### src/rtl/dmm_defs.sv
// dmm_defs - shared definitions for the DMM input-conditioning path.
//
// Contents:
//   - bit positions of the 14-bit conditioning vector
//     {led0, pc, himux2[3:0], himux[3:0], azmux[3:0]}
//   - analog mux code constants
//   - sequencer mode encodings and FSM state type
package dmm_defs;

  // Width of the conditioning vector. The field layout below is fixed.
  localparam int COND_BITS  = 14;

  // Bit positions of the fields inside the conditioning vector.
  localparam int MUX_W      = 4;
  localparam int AZMUX_LSB  = 0;
  localparam int HIMUX_LSB  = 4;
  localparam int HIMUX2_LSB = 8;
  localparam int PC_BIT     = 12;
  localparam int LED_BIT    = 13;

  // Mux codes. Bit 3 is the mux enable, so MUX_OFF disables the mux.
  localparam logic [3:0] MUX_OFF = 4'b0000;
  localparam logic [3:0] MUX_S1  = 4'b1000;
  localparam logic [3:0] MUX_S2  = 4'b1001;
  localparam logic [3:0] MUX_S4  = 4'b1011;

  // Sequencer modes. MODE_RSVD behaves exactly like MODE_OFF.
  typedef enum logic [1:0] {
    MODE_OFF  = 2'd0,
    MODE_SIG  = 2'd1,
    MODE_AZ   = 2'd2,
    MODE_RSVD = 2'd3
  } mode_e;

  // Auto-zero sequencer states.
  typedef enum logic [2:0] {
    IDLE      = 3'd0,
    SETTLE_HI = 3'd1,
    MEAS_HI   = 3'd2,
    SETTLE_LO = 3'd3,
    MEAS_LO   = 3'd4
  } state_e;

  // True for the modes that actually run a sequence.
  function automatic logic mode_runs(input logic [1:0] m);
    return (m == MODE_SIG) || (m == MODE_AZ);
  endfunction

endpackage

### src/rtl/phase_timer.sv
// phase_timer - loadable down-counter used to time the sequencer phases.
//
// Ports:
//   clk      in   system clock
//   reset    in   asynchronous, active-high
//   load     in   load load_val this clock (takes priority over counting)
//   load_val in   CNT_W value loaded into the counter
//   count    out  CNT_W current counter value
//   done     out  high while count is zero
module phase_timer #(
  parameter int CNT_W = 32
) (
  input  logic             clk,
  input  logic             reset,
  input  logic             load,
  input  logic [CNT_W-1:0] load_val,
  output logic [CNT_W-1:0] count,
  output logic             done
);

  // Counts down to zero and parks there; it never wraps, so a phase can
  // only end by the owner loading a new length.
  always_ff @(posedge clk or posedge reset) begin
    if (reset) begin
      count <= '0;
    end else if (load) begin
      count <= load_val;
    end else if (count != '0) begin
      count <= count - CNT_W'(1);
    end
  end

  assign done = (count == '0);

endmodule

### src/rtl/az_sequencer.sv
// az_sequencer - timed auto-zero sequencer for the DMM input conditioning.
//
// Alternates the front end between the signal (HI) and zero (LO) inputs with
// programmable settle and measure windows, flags each measure window to the
// ADC and raises a sticky interrupt once per completed cycle.
//
// Ports:
//   clk, reset          clock, asynchronous active-high reset
//   enable              run the sequence; low forces IDLE
//   mode[1:0]           0 off, 1 signal only, 2 two-phase AZ, 3 as 0
//   azmux_sig/azmux_lo  azmux codes for the HI / LO phases
//   himux_cfg           himux code for the active phases
//   himux2_cfg          himux2 code for the active phases
//   t_settle, t_meas    settle / measure lengths in clocks (0 acts as 1)
//   irq_clear           one-clock pulse clearing irq and overrun
//   conditioning_out    registered {led0, pc, himux2, himux, azmux}
//   adc_window          high during the measure states
//   sample_valid        pulse on the last clock of each measure window
//   sample_phase        with sample_valid: 1 = signal, 0 = LO
//   irq, overrun        sticky cycle-complete flag and its overrun flag
module az_sequencer
  import dmm_defs::*;
#(
  parameter int NUM_BITS = 14,
  parameter int CNT_W    = 32
) (
  input  logic                clk,
  input  logic                reset,
  input  logic                enable,
  input  logic [1:0]          mode,
  input  logic [3:0]          azmux_sig,
  input  logic [3:0]          azmux_lo,
  input  logic [3:0]          himux_cfg,
  input  logic [3:0]          himux2_cfg,
  input  logic [CNT_W-1:0]    t_settle,
  input  logic [CNT_W-1:0]    t_meas,
  input  logic                irq_clear,
  output logic [NUM_BITS-1:0] conditioning_out,
  output logic                adc_window,
  output logic                sample_valid,
  output logic                sample_phase,
  output logic                irq,
  output logic                overrun
);

  state_e           state, state_next;
  logic [1:0]       sh_mode;
  logic [3:0]       sh_az_sig, sh_az_lo, sh_hi, sh_hi2;
  logic [CNT_W-1:0] sh_t_settle, sh_t_meas;
  logic [3:0]       eff_az_sig, eff_hi, eff_hi2;
  logic [CNT_W-1:0] eff_t_settle;
  logic [CNT_W-1:0] count, load_val;
  logic             load, timer_done;
  logic             run_ok, cycle_start, cycle_complete, next_zero, sv_next;
  logic [NUM_BITS-1:0] cond_q;

  // A phase of length t lasts max(t,1) clocks, so the timer loads t-1.
  function automatic logic [CNT_W-1:0] len_m1(input logic [CNT_W-1:0] t);
    return (t == '0) ? '0 : t - CNT_W'(1);
  endfunction

  phase_timer #(.CNT_W(CNT_W)) u_timer (
    .clk      (clk),
    .reset    (reset),
    .load     (load),
    .load_val (load_val),
    .count    (count),
    .done     (timer_done)
  );

  // Next-state and timer control. Enable/mode-off are checked live so an
  // abort happens on the next edge; the HI->SETTLE_LO vs wrap decision uses
  // the shadowed mode so a 1<->2 change waits for the next cycle start.
  // At cycle start the shadows are being loaded on this same edge, so the
  // values used for that edge come straight from the inputs.
  always_comb begin
    run_ok     = enable && mode_runs(mode);
    state_next = state;
    case (state)
      IDLE:      if (run_ok) state_next = SETTLE_HI;
      SETTLE_HI: if (timer_done) state_next = MEAS_HI;
      MEAS_HI:   if (timer_done) state_next = (sh_mode == MODE_SIG) ? SETTLE_HI : SETTLE_LO;
      SETTLE_LO: if (timer_done) state_next = MEAS_LO;
      MEAS_LO:   if (timer_done) state_next = SETTLE_HI;
      default:   state_next = IDLE;
    endcase
    if (state != IDLE && !run_ok) state_next = IDLE;

    cycle_start    = (state_next == SETTLE_HI) && (state != SETTLE_HI);
    cycle_complete = (state_next == SETTLE_HI) && (state == MEAS_HI || state == MEAS_LO);

    eff_az_sig   = cycle_start ? azmux_sig  : sh_az_sig;
    eff_hi       = cycle_start ? himux_cfg  : sh_hi;
    eff_hi2      = cycle_start ? himux2_cfg : sh_hi2;
    eff_t_settle = cycle_start ? t_settle   : sh_t_settle;

    load = (state_next != state);
    case (state_next)
      SETTLE_HI, SETTLE_LO: load_val = len_m1(eff_t_settle);
      MEAS_HI, MEAS_LO:     load_val = len_m1(sh_t_meas);
      default:              load_val = '0;
    endcase

    // sample_valid is registered, so it is raised on the edge that brings
    // the timer to zero inside a measure state.
    next_zero = load ? (load_val == '0) : (count <= CNT_W'(1));
    sv_next   = (state_next == MEAS_HI || state_next == MEAS_LO) && next_zero;
  end

  // State, shadow and output registers. Every output is computed from the
  // state being entered so it changes on the same edge as the state.
  always_ff @(posedge clk or posedge reset) begin
    if (reset) begin
      state        <= IDLE;
      sh_mode      <= '0;
      sh_az_sig    <= '0;
      sh_az_lo     <= '0;
      sh_hi        <= '0;
      sh_hi2       <= '0;
      sh_t_settle  <= '0;
      sh_t_meas    <= '0;
      cond_q       <= '0;
      adc_window   <= 1'b0;
      sample_valid <= 1'b0;
      sample_phase <= 1'b0;
      irq          <= 1'b0;
      overrun      <= 1'b0;
    end else begin
      state        <= state_next;
      adc_window   <= (state_next == MEAS_HI) || (state_next == MEAS_LO);
      sample_valid <= sv_next;
      sample_phase <= sv_next && (state_next == MEAS_HI);

      if (cycle_start) begin
        sh_mode     <= mode;
        sh_az_sig   <= azmux_sig;
        sh_az_lo    <= azmux_lo;
        sh_hi       <= himux_cfg;
        sh_hi2      <= himux2_cfg;
        sh_t_settle <= t_settle;
        sh_t_meas   <= t_meas;
      end

      // LO states only swap azmux and drop pc; himux/himux2/led are kept.
      case (state_next)
        SETTLE_HI, MEAS_HI: begin
          cond_q[AZMUX_LSB +: MUX_W]  <= eff_az_sig;
          cond_q[HIMUX_LSB +: MUX_W]  <= eff_hi;
          cond_q[HIMUX2_LSB +: MUX_W] <= eff_hi2;
          cond_q[PC_BIT]              <= 1'b1;
        end
        SETTLE_LO, MEAS_LO: begin
          cond_q[AZMUX_LSB +: MUX_W] <= sh_az_lo;
          cond_q[PC_BIT]             <= 1'b0;
        end
        default: cond_q <= {NUM_BITS{1'b0}} | NUM_BITS'(MUX_OFF);
      endcase

      // A completed cycle sets irq even against a simultaneous clear; the
      // clear then leaves overrun alone rather than setting it.
      if (cycle_complete) begin
        cond_q[LED_BIT] <= ~cond_q[LED_BIT];
        irq             <= 1'b1;
        if (!irq_clear) overrun <= overrun | irq;
      end else if (irq_clear) begin
        irq     <= 1'b0;
        overrun <= 1'b0;
      end
    end
  end

  assign conditioning_out = cond_q;

endmodule

### config.mk
export PLATFORM = sky130hd
export DESIGN_NAME = az_sequencer
export DESIGN_NICKNAME = d
export VERILOG_FILES = /design/src/rtl/dmm_defs.sv /design/src/rtl/phase_timer.sv /design/src/rtl/az_sequencer.sv
export SDC_FILE = /design/constraint.sdc
export NUM_CORES = 1
export LEC_CHECK = 0
export BUFFER_PORTS_ARGS = -buffer_cell sky130_fd_sc_hd__buf_2
export CAP_MARGIN = 20
export CORE_MARGIN = 10
export CORE_UTILIZATION = 53
export CTS_CLUSTER_SIZE = 8
export DETAILED_ROUTE_END_ITERATION = 12
export PLACE_DENSITY = 0.78
export SYNTH_ARGS = -nofsm -noshare
export SYNTH_HDL_FRONTEND = slang
export SYNTH_HIERARCHICAL = 1
export SYNTH_SLANG_ARGS = --single-unit
### constraint.sdc
create_clock -name clk -period 5.62 [get_ports clk]
set_clock_uncertainty 0.15 [all_clocks]
set_input_delay 0.562 -clock clk [delete_from_list [all_inputs] [get_ports clk]]
set_output_delay 0.562 -clock clk [all_outputs]
set_load 0.01 [all_outputs]
==> reports/qor.csv, run 1 <==
metric,value,unit
Setup CP Type,flip-flop to flip-flop,
cell area after layout,0.00984,sq mm
maximum VDD drop,0.000234,V
relative slew slack,36.8,%
Synth Flop Type,dfrtp_1,
most frequent cells in the layout,"nand2_1 (333), dfrtp_1 (136), buf_2 (104)",
routed len/inst,18.2,um
core area,0.0158,sq mm
YS warnings,6,
Worst Reg-to-Reg Cells,21,
# hold bufs at CTS,0,
io pins,105,
Vias/cell,5.87,
number of nets in the layout,1251,
Max-Cap Viols,0,
Num Clock Sinks,136,
die area,0.0215,sq mm
Num CTS Buffers,17,
FP Rows,46,
post-synthesis cell type count,62,
die height,147,um
Initial Util,53.8,%
Worst Setup End Kind,flip-flop,
register bit count reported by yosys,136,
# setup viols final,0,
RSZ-0062 raised after global routing,no,
Post-CTS Setup Bufs,0,
sequential share of the synthesized area,40.0,%
Tcrit/Tclk final,95.4,%
first-pass GRT wire length,40900,um
vias,8150,
R2R Setup Slk,260,ps
Fmax achieved,187,MHz
largest net degree at the start of global routing,75,
worst skew pair latency,420,ps
placed inst area,0.00917,sq mm
ys async rst share,100,%
CP max FO,7,
Hold Path Class,input pin to async pin,
DR DRC count,0,
status,finished clean,
DP HPWL,18500,um
share of total power in the clock network,30.6,%
drt pass-1 iters,6,
Post-synth EDFFs,0,
P_int,2.45,mW
Buffers on Ports,104,
grt total ovfl,0,
syn_nets,1172,
Net Switching,1.47,mW
clock slew at reported path FFs,60,ps
CP startpoint kind,flip-flop,
fin. max-slew vios,0,
DRT iter0 DRCs,963,
Worst-Margin Slew,936,ps
reg2reg end,u_timer/count[26],
maximum clock insertion buffer count,2,
Leak,4.44,nW
part of the power in registers,38.1,%
ANT nets after route,0,
Sw Share,37.5,%
final wirelength,25300,um
CTS tree,done,
CP Data Required Time,5770,ps
post-route minimum period,5360,ps
"most common cell after layout, fill and taps aside",nand2_1,
Mean Syn Cell Area,7.88,sq um
area grow syn2layout,15.6,%
Die Wd,147,um
Setup TNS Final,0,ps
Synth Cell Area,0.00851,sq mm
initial antenna violation count,0,
Crit Reg-Reg Startpoint,u_timer/count[1],
# H-tree levels,4,
Post-Synthesis Cells,1080,
Total GRT Usage,23.2,%
GPL Wtd Cong,0.973,
Resize count post-CTS,0,
number of global-route vias before repair,7788,
Final Hold Viols,0,
Fin Hold WS,44.4,ps
share of cells above drive strength 1,15.5,%
Total Power,3.92,mW
Filler Cells Inserted,1362,
Pwr Density,399,mW/mm^2
CTS root buffer,clkbuf_16,
Critical Path AT,5510,ps
Comb power frac,31.3,%
through the flow:
| step | util (%) | setup WS, ps | cells |
|---|---|---|---|
| floorplan | - | 24.1 | 1080 |
| global placement | 57.9 | 430 | 1355 |
| detailed placement | 57.9 | 276 | 1355 |
| CTS | 61.9 | 229 | 1386 |
| global route | 62.1 | 5.15 | 1387 |
| finish | 62.2 | 258 | 1388 |
worst max-delay path, cell delays in order (launching register included):
cell and delay [ps]:
dfrtp_1 400, inv_1 100, ha_1 230, or4b_2 650, nor4_4 370, and3_4 260
nor2b_1 140, a221oi_1 110, or3_4 430, nand2_1 80, nand2_1 80, inv_1 120
ha_4 180, inv_1 60, or2_1 260, or2_2 370, nor3_4 200, or3b_1 390
xnor2_1 130, a21oi_1 150, o22ai_1 90, mux2_2 270
kinds of logic after synthesis:
group                    count (synthesis)  share of synthesized area (%)
adder cells (fa/ha/maj)                  6                          0.882
buffers and inverters                   77                           3.85
AND/OR/NAND/NOR                        597                           33.0
XOR/XNOR                                97                           9.98
multiplexers                            10                           1.23
AO/OA/AOI/OAI                          157                           11.1
flip-flops                             136                           40.0
metal layers:
| metal | part of all wire (%) | wire [um] | GRT usage [%] |
|---|---|---|---|
| met5 | 0 | 0 | 0 |
| met3 | 8.3 | 2110 | 4.79 |
| met4 | 3.0 | 752 | 8.46 |
| met1 | 42 | 10600 | 31.3 |
| met2 | 47 | 11900 | 35.9 |
synthesized netlist by cell type (4+ instances only):
master / n / area, sq um
or4_1: 20 / 150
nand4_1: 8 / 50.1
o22ai_1: 25 / 156
clkbuf_1: 42 / 158
nor3b_1: 4 / 30.0
or2_2: 9 / 56.3
or3_1: 12 / 75.1
xor2_1: 44 / 385
nand2_1: 333 / 1250
ha_1: 6 / 75.1
buf_1: 7 / 26.3
xnor2_1: 53 / 464
and2_1: 5 / 31.3
nor2b_1: 4 / 25.0
inv_1: 18 / 67.6
nor3_1: 47 / 235
o21ai_1: 15 / 75.1
nor2_1: 70 / 263
dfrtp_1: 136 / 3400
buf_2: 4 / 20.0
nand3_1: 12 / 60.1
mux2i_1: 6 / 60.1
o31ai_1: 12 / 90.1
o21ai_0: 42 / 210
nand3b_1: 9 / 67.6
nor4_1: 34 / 213
a21oi_1: 32 / 160
a31oi_1: 7 / 43.8
sequential cells by signal (all words and copies together) (netlist names), 4 cells and up:
signal / cells
conditioning_out: 14
sh_az_lo: 4
sh_az_sig: 4
sh_hi: 4
sh_hi2: 4
sh_t_meas: 32
sh_t_settle: 32
u_timer/count: 32
how the worst max path moves through the flow:
stage,to,depth (start not counted),slack [ps],start
finish,u_timer/count[26],21,260,u_timer/count[1]
global route,u_timer/count[26],21,5,u_timer/count[0]
CTS,u_timer/count[26],19,230,u_timer/count[1]
global placement,u_timer/count[26],19,430,u_timer/count[0]
floorplan,u_timer/count[26],23,20,u_timer/count[0]
detailed placement,u_timer/count[26],19,280,u_timer/count[1]
power by group through the flow:
stage	Clock, mW	Combinational [mW]	Sequential, mW
after detailed placement	0	1.18	1.50
after global routing	1.26	1.34	1.52
final	1.20	1.23	1.50
after global placement	0	1.16	1.48
after CTS	1.21	1.19	1.48
after floorplan	0	0.943	1.40
final cells by class:
class / count / area [sq um] / share of cell area (%)
well taps: 216 / 270 / 2.75
inverters: 18 / 70.1 / 0.712
clock buffers: 20 / 457 / 4.64
diodes: 1 / 2.50 / 0.0254
repair buffers: 119 / 633 / 6.44
multi-input cells: 867 / 4830 / 49.1
clock inverters: 11 / 170 / 1.73
flip-flops and latches: 136 / 3400 / 34.6
No activity file was read; power rests on OpenSTA's default activity.
==> inputs of run 2 (changes only) <==
- CORE_UTILIZATION: 53 -> 59
- PLACE_DENSITY: 0.78 -> 0.82
- clock period: 5.62 -> 5.38 ns (I/O delays scaled with it)
==> reports/qor.csv, run 2 (same netlist as run 1, synthesis figures left out) <==
metric,value,unit,change
status,finished clean,,
Worst Setup End Kind,flip-flop,,
Regs by FF count,"sh_t_meas (32), sh_t_settle (32), u_timer/count (32)",,
Max-Cap Viols,0,,unchanged
DP HPWL,18400,um,-0.39%
Initial Util,60.9,%,+7.1 points
io pins,105,,unchanged
Resize count post-CTS,0,,unchanged
Setup TNS Final,0,ps,unchanged
grt total ovfl,0,,unchanged
met1 GRT Util,34.7,%,+3.4 points
DR DRC count,0,,unchanged
vias,8321,,+2.1%
Pwr Density,413,mW/mm^2,+3.6%
FP Rows,43,,-6.5%
worst skew pair latency,430,ps,about the same
largest net degree at the start of global routing,72,,-4.0%
Buffers on Ports,104,,unchanged
PnR worst setup slack,284,ps,+25.2 ps
Worst-Margin Slew,875,ps,-60.9 ps
Vias/cell,6.12,,+4.3%
DRT iter0 DRCs,868,,-9.9%
final wirelength,25200,um,-0.55%
maximum clock insertion buffer count,2,,unchanged
CP Data Required Time,5540,ps,-230 ps
area grow syn2layout,14.9,%,
area occupied by multi-input gates,0.00481,sq mm,-0.36%
CTS tree,done,,
Total Power,4.04,mW,+3.0%
routed len/inst,18.5,um,+1.6%
RSZ-0062 raised after global routing,no,,
Place WS,149,ps,-127 ps
GR peak layer,met2,,
initial antenna violation count,1,,+1
ANT nets after route,0,,unchanged
share of cells above drive strength 1,16.0,%,+0.42 points
core area,0.0140,sq mm,-12%
most frequent cells in the layout,"nand2_1 (333), dfrtp_1 (136), buf_2 (104)",,
Filler Cells Inserted,1151,,-15%
post-route minimum period,5100,ps,-265 ps
cell area after layout,0.00978,sq mm,-0.57%
Final Hold Viols,0,,unchanged
number of nets in the layout,1257,,+0.48%
Setup CP Type,flip-flop to flip-flop,,
CTS root buffer,clkbuf_16,,
CP startpoint kind,flip-flop,,
CP max FO,7,,unchanged
Tcrit/Tclk final,94.7,%,-0.67 points
fin. max-slew vios,0,,unchanged
number of global-route vias before repair,7978,,+2.4%
Critical Path AT,5260,ps,-250 ps
die height,140,um,-4.5%
Num Clock Sinks,136,,unchanged
Reg area,0.00340,sq mm,unchanged
grt met2 use,37.4,%,+1.4 points
Hold Path Class,input pin to async pin,,
GPL Wtd Cong,0.958,,-1.5%
Total GRT Usage,25.2,%,+2.0 points
die area,0.0196,sq mm,-8.8%
Die Wd,140,um,-4.5%
Leak,4.45,nW,+0.24%
clock slew at reported path FFs,60,ps,about the same
placed inst area,0.00916,sq mm,about the same
met3 Track Usage GR,5.00,%,+0.21 points
first-pass GRT wire length,40700,um,-0.32%
"most common cell after layout, fill and taps aside",nand2_1,,
Fmax achieved,196,MHz,+5.2%
maximum VDD drop,0.000230,V,-2.1%
Num CTS Buffers,17,,unchanged
# H-tree levels,4,,unchanged
# setup viols final,0,,unchanged
drt pass-1 iters,5,,-1
relative slew slack,40.9,%,+4.1 points
## run 2: critical path, cell delays in order, from the launching register on
cell and delay [ps]:
dfrtp_1 450, or4_1 620, nor4_4 360, and3_1 290, nor2b_1 150, a221oi_1 110, or3_4 370, mux2i_2 250
ha_2 280, inv_1 70, or2_1 270, or2_2 370, nor3_4 200, or3b_1 380, xnor2_1 130, a21oi_1 140
o22ai_1 90, mux2_2 280
## run 2: through the flow
step | util [%] | hold slack (ps) | instances
5_1_grt | 69.9 | 130 | 1359
6_report | 69.9 | 79.0 | 1359
3_5_place_dp | 65.5 | 302 | 1322
2_1_floorplan | - | 285 | 1080
4_1_cts | 69.7 | 83.2 | 1354
3_3_place_gp | 65.5 | 299 | 1322
## run 2: final timing paths
check | from | to | slack, ps | depth (start not counted)
worst max-delay path | u_timer/count[7] | u_timer/count[26] | 280 | 17
worst min-delay path | reset | u_timer/count[25] | 80 | 3
worst max register to register | u_timer/count[7] | u_timer/count[26] | 280 | 17
worst min register to register | conditioning_out[13] | conditioning_out[13] | 310 | 1
max in group asynchronous | reset | sh_t_meas[8] | 3900 | 3
min in group clk | t_meas[16] | sh_t_meas[16] | 150 | 3
## run 2: what timing repair did
item / in CTS / in global routing
hold buffers: 0 / 0
setup buffers: 0 / 2
setup endpoints to repair: 0 / 1
## run 2: metal layers
| layer | share of wire [%] | up-vias |
|---|---|---|
| li1 | - | 3894 |
| met4 | 3.5 | 0 |
| met2 | 45 | 433 |
| met1 | 43 | 3931 |
| met3 | 8.6 | 63 |
| met5 | 0 | - |
## run 2: final cells by class
cell class / count / share of cell area (%)
diodes: 1 / 0.0256
clock buffers: 21 / 4.71
multi-input cells: 867 / 49.2
well taps: 180 / 2.30
inverters: 18 / 0.716
repair buffers: 125 / 6.97
clock inverters: 11 / 1.27
flip-flops and latches: 136 / 34.8
## run 2: report_power, final
part,switching [mW],internal [mW]
clock network,0.456,0.705
registers,0.299,1.25
logic,0.781,0.548
==> inputs of run 3 (changes only) <==
==> constraint.sdc (replaced) <==
create_clock -name clk -period 5.38 [get_ports clk]
set_clock_uncertainty 0.15 [all_clocks]
set_input_delay 1.076 -clock clk [delete_from_list [all_inputs] [get_ports clk]]
set_output_delay 1.076 -clock clk [all_outputs]
set_load 0.01 [all_outputs]
==> reports/qor.csv, run 3 (same netlist as run 1, synthesis figures left out) <==
metric,value,unit,change
critical path's slowest cell,or4b_4,,
hold worst-path end,conditioning_out[13],,
critical-path cell list,"inv_1, ha_2, or4b_4, nor4_4, and3_1, nor2b_1, a221oi_1, or3_4, nand2_1, nand2_1, inv_1, ha_4, inv_1, or2_1, or2_2, nor3_4, or3b_1, xnor2_1, a21oi_1, o22ai_1, mux2_2",,
# hold bufs at CTS,0,,unchanged
Inst Count DP,1321,,-0.076%
Filler Cells Inserted,1155,,+0.35%
WHS Path Cells,1,,
Crit Reg-Reg Startpoint,u_timer/count[0],,
io pins,105,,unchanged
HP Start,conditioning_out[13],,
R2R Setup Slk,300,ps,+20 ps
maximum VDD drop,0.000228,V,-0.90%
post-route minimum period,5080,ps,-20.1 ps
Vias/cell,6.01,,-1.8%
number of global-route vias before repair,7615,,-4.6%
Final Hold Viols,0,,unchanged
Worst path max stage delay,480,ps,-140 ps
drt pass-1 iters,5,,unchanged
relative slew slack,34.2,%,-6.7 points
Total GRT Usage,25.0,%,-0.15 points
vias,8130,,-2.3%
ANT nets after route,0,,unchanged
Num Clock Sinks,136,,unchanged
Initial Util,60.9,%,unchanged
die area,0.0196,sq mm,unchanged
maximum clock insertion buffer count,2,,unchanged
Buffers on Ports,104,,unchanged
Hold Path Class,flip-flop to flip-flop,,
Setup TNS Final,0,ps,unchanged
Max-Cap Viols,0,,unchanged
area grow syn2layout,14.5,%,
PnR worst setup slack,304,ps,+20.1 ps
Num CTS Buffers,17,,unchanged
first-pass GRT wire length,40200,um,-1.3%
DR DRC count,0,,unchanged
CP most frequent cell,inv_1,,
Resize count post-CTS,0,,unchanged
met3 Track Usage GR,6.02,%,+1.0 points
# setup viols final,0,,unchanged
Die Wd,140,um,unchanged
"most common cell after layout, fill and taps aside",nand2_1,,
CP max FO,7,,unchanged
Final Non-Filler Cells,1352,,-0.52%
Pwr Density,405,mW/mm^2,-2.1%
fin. max-slew vios,0,,unchanged
GR peak layer,met2,,
reg2reg end,u_timer/count[26],,
final wirelength,24700,um,-1.9%
Critical Path AT,5240,ps,-20 ps
CTS tree,done,,
antenna cells,0,,-1
DRT iter0 DRCs,779,,-10%
DP HPWL,18200,um,-1.2%
initial antenna violation count,0,,-1
Place WS,256,ps,+106 ps
number of nets in the layout,1253,,-0.32%
FP Rows,43,,unchanged
largest net degree at the start of global routing,106,,+47%
Leak,4.43,nW,-0.57%
Regs by FF count,"sh_t_meas (32), sh_t_settle (32), u_timer/count (32)",,
Worst Reg-to-Reg Cells,21,,+4
grt met2 use,38.6,%,+1.2 points
die height,140,um,unchanged
core area,0.0140,sq mm,unchanged
Fmax achieved,197,MHz,+0.40%
Worst-Margin Slew,987,ps,+112 ps
clock slew at reported path FFs,60,ps,about the same
CP top delay family,simple AND/OR/NAND/NOR gates,,
# H-tree levels,4,,unchanged
"Buf+Inv Stages, Crit Path",3,,+2
Post-CTS Setup Bufs,0,,unchanged
Finished Core Util,69.7,%,-0.23 points
routed len/inst,18.3,um,-1.4%
CTS root buffer,clkbuf_16,,
Tcrit/Tclk final,94.4,%,-0.37 points
Worst Setup End Kind,flip-flop,,
RSZ-0062 raised after global routing,no,,
status,finished clean,,
grt total ovfl,0,,unchanged
CP startpoint kind,flip-flop,,
met1 GRT Util,34.3,%,-0.48 points
GPL Wtd Cong,0.956,,-0.27%
Setup CP Type,flip-flop to flip-flop,,
worst skew pair latency,430,ps,about the same
share of cells above drive strength 1,15.6,%,-0.34 points
CP Data Required Time,5540,ps,about the same
most frequent cells in the layout,"nand2_1 (333), dfrtp_1 (136), buf_2 (104)",,
[run 3: final cells by class]
cell class,count,area (sq um),share of cell area [%]
tap,180,225,2.31
clock buffer,22,484,4.97
sequential,136,3400,34.9
clock inverter,8,72.6,0.744
multi-input combinational,867,4830,49.6
timing repair buffer,121,661,6.78
inverter,18,70.1,0.719
[run 3: power by group]
| group | total (mW) | leakage (nW) | internal, mW | switching (mW) |
|---|---|---|---|---|
| Sequential | 1.55 | 1.74 | 1.25 | 0.299 |
| Combinational | 1.29 | 2.41 | 0.527 | 0.765 |
| Clock | 1.10 | 0.270 | 0.675 | 0.427 |
| Total | 3.95 | 4.43 | 2.46 | 1.49 |
[run 3: through the flow]
step | total power [mW] | cell area, sq um | hold slack, ps
2_1_floorplan | 2.45 | 8550 | 285
3_3_place_gp | 2.79 | 9170 | 296
3_5_place_dp | 2.81 | 9170 | 303
4_1_cts | 3.92 | 9720 | 314
5_1_grt | 4.18 | 9750 | 325
6_report | 3.95 | 9750 | 312
[run 3: per-layer routing]
layer	wire [um]	part of all wire [%]
met1	10700	44
met2	11400	46
met3	2010	8.1
met4	567	2.3
met5	0	0
[run 3: worst reg2reg max path: stages (launching register included)]
cell and delay, ps:
dfrtp_1 380, inv_1 100, ha_2 220, or4b_4 480, nor4_4 290, and3_1 260
nor2b_1 150, a221oi_1 120, or3_4 390, nand2_1 80, nand2_1 90, inv_1 130
ha_4 180, inv_1 70, or2_1 260, or2_2 370, nor3_4 210, or3b_1 390
xnor2_1 130, a21oi_1 140, o22ai_1 90, mux2_2 270
[run 3: worst max path at each step]
stage / startpoint / to / depth (start not counted)
after floorplan: u_timer/count[0] / u_timer/count[26] / 23
after global placement: u_timer/count[0] / u_timer/count[26] / 19
after detailed placement: u_timer/count[0] / u_timer/count[26] / 19
after CTS: u_timer/count[0] / u_timer/count[26] / 19
after global routing: u_timer/count[0] / u_timer/count[26] / 21
final: u_timer/count[0] / u_timer/count[26] / 21
